<file path="src/rtl/if_fetch_stage.sv">
// if_fetch_stage: MIPS IF stage - PC, imem request handshake, IF/ID register.
// Define IF_STALL_CNT_EN to add a saturating fetch-stall cycle counter.
module if_fetch_stage #(
    parameter logic [31:0] PC_RESET  = 32'h0000_0000,
    parameter logic [31:0] NOP_INSTR = 32'h0000_0000
) (
    input  logic        clk,
    input  logic        rst_n,
    input  logic        PCWrite,
    input  logic        IF_ID_Write,
    input  logic        branch_taken,
    input  logic [31:0] branch_target,
    output logic        imem_req,
    output logic [31:0] imem_addr,
    input  logic        imem_ready,
    input  logic [31:0] imem_rdata,
    output logic [31:0] IF_ID_PC4,
    output logic [31:0] IF_ID_Instr,
    output logic        IF_ID_Valid,
    output logic [31:0] stall_cycles
);

    localparam logic [1:0] IDLE    = 2'd0;
    localparam logic [1:0] FETCH   = 2'd1;
    localparam logic [1:0] DISCARD = 2'd2;

    logic [1:0]  r_state;
    logic [31:0] r_pc;
    logic [31:0] r_redirect_pc;
    logic [31:0] r_pc4;
    logic [31:0] r_instr;
    logic        r_valid;

    logic        w_br;
    logic [31:0] w_tgt;
    logic [31:0] w_pc_inc;
    logic        w_ld_word;
    logic        w_ld_bubble;

    // A redirect only counts once the hazard unit lets ID advance.
    assign w_br     = branch_taken && IF_ID_Write;
    assign w_tgt    = {branch_target[31:2], 2'b00};
    assign w_pc_inc = r_pc + 32'd4;

    assign imem_req  = (r_state == FETCH) || (r_state == DISCARD);
    assign imem_addr = r_pc;

    always_comb begin
        w_ld_word   = 1'b0;
        w_ld_bubble = 1'b0;
        if (r_state == FETCH) begin
            if (w_br) begin
                w_ld_bubble = 1'b1;
            end else if (IF_ID_Write) begin
                w_ld_word   = imem_ready && PCWrite;
                w_ld_bubble = !(imem_ready && PCWrite);
            end
        end else if (r_state == DISCARD) begin
            w_ld_bubble = IF_ID_Write;
        end
    end

    always_ff @(posedge clk or negedge rst_n) begin
        if (!rst_n) begin
            r_state       <= IDLE;
            r_pc          <= PC_RESET;
            r_redirect_pc <= 32'h0;
        end else begin
            case (r_state)
                IDLE: r_state <= FETCH;
                FETCH: begin
                    if (w_br) begin
                        if (imem_ready) begin
                            r_pc <= w_tgt;
                        end else begin
                            r_redirect_pc <= w_tgt;
                            r_state       <= DISCARD;
                        end
                    end else if (imem_ready && PCWrite) begin
                        r_pc <= w_pc_inc;
                    end
                end
                DISCARD: begin
                    // Stale word is dropped; newest redirect wins.
                    if (imem_ready) begin
                        r_pc    <= w_br ? w_tgt : r_redirect_pc;
                        r_state <= FETCH;
                    end else if (w_br) begin
                        r_redirect_pc <= w_tgt;
                    end
                end
                default: r_state <= IDLE;
            endcase
        end
    end

    always_ff @(posedge clk or negedge rst_n) begin
        if (!rst_n) begin
            r_pc4   <= 32'h0;
            r_instr <= NOP_INSTR;
            r_valid <= 1'b0;
        end else if (w_ld_word) begin
            r_pc4   <= w_pc_inc;
            r_instr <= imem_rdata;
            r_valid <= 1'b1;
        end else if (w_ld_bubble) begin
            r_pc4   <= 32'h0;
            r_instr <= NOP_INSTR;
            r_valid <= 1'b0;
        end
    end

    assign IF_ID_PC4   = r_pc4;
    assign IF_ID_Instr = r_instr;
    assign IF_ID_Valid = r_valid;

`ifdef IF_STALL_CNT_EN
    logic [31:0] r_stall_cnt;
    logic        w_stall;

    assign w_stall = (r_state != IDLE) &&
                     (!PCWrite || !IF_ID_Write || !imem_ready ||
                      (r_state == DISCARD));

    always_ff @(posedge clk or negedge rst_n) begin
        if (!rst_n) begin
            r_stall_cnt <= 32'h0;
        end else if (w_stall && (r_stall_cnt != 32'hFFFF_FFFF)) begin
            r_stall_cnt <= r_stall_cnt + 32'd1;
        end
    end

    assign stall_cycles = r_stall_cnt;
`else
    assign stall_cycles = 32'h0;
`endif

endmodule
</file>
<file path="config.mk">
export PLATFORM = sky130hd
export DESIGN_NAME = if_fetch_stage
export DESIGN_NICKNAME = d
export VERILOG_FILES = /design/src/rtl/if_fetch_stage.sv
export SDC_FILE = /design/constraint.sdc
export NUM_CORES = 1
export LEC_CHECK = 0
export CORE_ASPECT_RATIO = 1.2
export CORE_MARGIN = 3
export CORE_UTILIZATION = 46
export CTS_CLUSTER_SIZE = 24
export DETAILED_ROUTE_END_ITERATION = 12
export GPL_TIMING_DRIVEN = 0
export PLACE_DENSITY = 0.79
export REMOVE_ABC_BUFFERS = 1
export SLEW_MARGIN = 10
export SYNTH_ARGS = -nofsm -noshare
export SYNTH_HDL_FRONTEND = slang
export SYNTH_SLANG_ARGS = --single-unit
</file>
<file path="constraint.sdc">
create_clock -name clk -period 4.6 [get_ports clk]
set_clock_uncertainty 0.1 [all_clocks]
set_input_delay 1.38 -clock clk [delete_from_list [all_inputs] [get_ports clk]]
set_output_delay 1.38 -clock clk [all_outputs]
set_load 0.02 [all_outputs]
</file>
==> flow_metrics.py <==
metrics = {
    "cts": {
        "cts_setup_buffers": 0,
        "cts.sinks": 131,
        "cts_tree": "built",
        "insertion_delay_ps": 410,
        "cts_buffers": 17,
        "holdBufCountCts": 0,
        "clockBufferDepth": 2,
        "clk_pin_slew_ps": 70,
        "cts_resized": 0,
        "clockRootBuffer": "clkbuf_16",
        "cts.htree.levels": 4,
    },
    "die": {
        "die_w_um": 114,
        "initial_core_util": 0.478,
        "die_area_mm2": 0.0154,
        "rows": 46,
        "ios": 200,
        "die_y_um": 135,
        "core_mm2": 0.0134,
    },
    "worst_setup_path": {
        "crit_type": "in2reg",
        "critical_path_arrival_ps": 4190,
        "crit_required_ps": 4790,
        "path_max_fanout": 33,
        "r2r_slack_ps": 1140,
        "crit_path_start_kind": "primary input",
        "cp-end-kind": "register",
    },
    "synthesis": {
        "yosysUniqueCellTypes": 50,
        "yosysSeqAreaShare": 0.512,
        "netlist_instances": 620,
        "synthFlopType": "dfrtp_1",
        "synth-edff-count": 0,
        "synth-seq-cells": 131,
        "avgSynthCellArea_um2": 10.3,
        "ys_async_sr_fraction": 1.00,
        "yosysWarnings": 0,
        "synth_area_mm2": 0.00641,
    },
    "global_routing": {
        "grt_pass1_wl_um": 28700,
        "grt_use_total": 0.234,
        "antenna_found_initial": 0,
        "grt_max_degree": 75,
        "grt_overflow": 0,
        "grt_pass1_vias": 5558,
    },
    "placement": {
        "port_buffers": 165,
        "dp_hpwl_um": 12400,
        "place_congestion": 0.821,
        "dpl_cell_area_mm2": 0.00816,
    },
    "sta": {
        "whs_ps": 374,
        "hold_viol_final": 0,
        "rsz0062_at_grt": "no",
        "period_minus_slack_ps": 4000,
        "worst_pin_slew_ps": 1230,
        "timing.fmax_ghz": 0.250,
        "drv_slew": 0,
        "period_share": 0.870,
        "max_slew_margin": 0.179,
        "finalSetupViolations": 0,
    },
    "detailed_routing": {
        "vias": 5381,
        "drc_errors": 0,
        "avgViaCountPerCell": 5.65,
        "ant_nets": 0,
        "dr.pass1.iters": 5,
        "wl_per_cell_um": 18.9,
        "postRouteWirelength_um": 18000,
        "drt_first_iter_violations": 298,
    },
    "power": {
        "p_leak_nw": 3.76,
        "power_density_mw_per_mm2": 609,
        "vdd_drop_max_uv": 305,
    },
    "run": {
        "drv_cap": 0,
    },
    "hold_path": {
        "hold_class": "reg2reg",
    },
    "layout": {
        "drive_gt1_frac": 0.110,
        "final_area_mm2": 0.00879,
        "num_antenna_cells": 0,
        "syn_to_final_growth_pct": 37.2,
        "nets": 846,
    },
    "status": {
        "status": "finished clean",
    },
}
routing by layer:
| layer | global-route usage | vias to the layer above | wire length [um] |
|---|---|---|---|
| li1 | - | 2476 | - |
| met1 | 0.301 | 2662 | 7720 |
| met2 | 0.398 | 214 | 8900 |
| met3 | 0.0429 | 29 | 1070 |
| met4 | 0.0762 | 0 | 310 |
| met5 | 0 | - | 0 |
state kept, by name, indices dropped and copies added (netlist names):
| register | flops |
|---|---|
| IF_ID_PC4 | 32 |
| IF_ID_Valid | 1 |
| r_redirect_pc | 32 |
| IF_ID_Instr | 32 |
| imem_addr | 32 |
| r_state | 2 |
synthesized netlist by cell type (3+ instances only):
master | n | area (um2)
o21ai_1 | 3 | 15.0
nand3_2 | 3 | 30.0
nor3_1 | 5 | 25.0
o21ai_0 | 55 | 275
nand2_1 | 69 | 259
xor2_1 | 11 | 96.3
clkbuf_1 | 33 | 124
o311a_1 | 6 | 60.1
dfrtp_1 | 131 | 3280
ha_1 | 4 | 50.1
a221oi_1 | 4 | 35.0
a22o_1 | 40 | 350
o31a_1 | 8 | 70.1
nor2_1 | 13 | 48.8
and3_1 | 18 | 113
mux2_2 | 28 | 315
nor4_1 | 4 | 25.0
buf_4 | 32 | 240
inv_1 | 16 | 60.1
o22ai_1 | 10 | 62.6
buf_2 | 7 | 35.0
nand4_1 | 10 | 62.6
mux2i_1 | 3 | 30.0
xnor2_1 | 17 | 149
a21oi_1 | 37 | 185
nand3_1 | 21 | 105
cells by family (layout without fill, tap and decap cells):
| family | after synthesis | after routing | share of synthesized area |
|---|---|---|---|
| and+or+nand+nor | 156 | 156 | 0.126 |
| AOI/OAI and AO/OA | 179 | 179 | 0.187 |
| DFF | 131 | 131 | 0.512 |
| muxes | 33 | 33 | 0.0574 |
| buffers and inverters | 88 | 222 | 0.0717 |
| other | 1 | 32 | 0.000585 |
| xor gates and xnor gates | 28 | 28 | 0.0383 |
| adders and majority gates | 4 | 4 | 0.00781 |
worst max-delay path, cell delays in order:
cell and delay [ps]:
clkdlybuf4s50_1 510, and2_2 480, nor2_1 1030, nand3_1 350, o311ai_0 420
per-stage QoR:
stage	instances	utilization	setup WS (ps)	setup TNS [ps]	total power, mW
after floorplan	579	-	-399	-32160	2.95
after CTS	953	0.655	122	0	5.37
after detailed placement	921	0.609	-293	-3780	3.94
final	953	0.656	600	0	5.35
after global placement	912	0.596	-3280	-727260	3.77
after global routing	953	0.656	436	0	5.63
where the power goes:
group	internal (mW)	leakage (nW)	switching (mW)
registers	1.51	1.70	0.345
clock network	0.890	0.305	0.530
logic	0.937	1.76	1.14
final cells by class:
class / count / area [um2]
flip-flops and latches: 131 / 3280
multi-input cells: 432 / 2830
clock buffers: 19 / 453
inverters: 16 / 60.1
repair buffers: 174 / 1790
well taps: 168 / 210
clock inverters: 13 / 173
fillers: 1072 / 4620
path summary, 6_finish.rpt:
path / startpoint / end / cells past startpoint
setup / recovery: IF_ID_Write / imem_addr[28]$_DFFE_PN0P_ / 5
hold / removal: IF_ID_PC4[16]$_DFFE_PN0P_ / IF_ID_PC4[16]$_DFFE_PN0P_ / 2
setup reg to reg: r_state[0]$_DFFE_PN0P_ / imem_addr[13]$_DFFE_PN0P_ / 7
hold reg to reg: IF_ID_PC4[16]$_DFFE_PN0P_ / IF_ID_PC4[16]$_DFFE_PN0P_ / 2
max in group asynchronous: rst_n / IF_ID_PC4[7]$_DFFE_PN0P_ / 2
min in group asynchronous: rst_n / IF_ID_PC4[28]$_DFFE_PN0P_ / 1
cells in the final DEF, fill, tap and decap left out, types with 11 or more instances in the layout:
cell               n
nand3_1           21
mux2_2            28
xor2_1            11
clkdlybuf4s50_1  164
clkbuf_16         17
conb_1            32
and3_1            18
nand2_1           68
a22o_1            40
o21ai_0           54
nor2_1            13
xnor2_1           17
dfrtp_1          131
inv_1             16
a21oi_1           37
No activity file was read; power rests on OpenSTA's default activity.
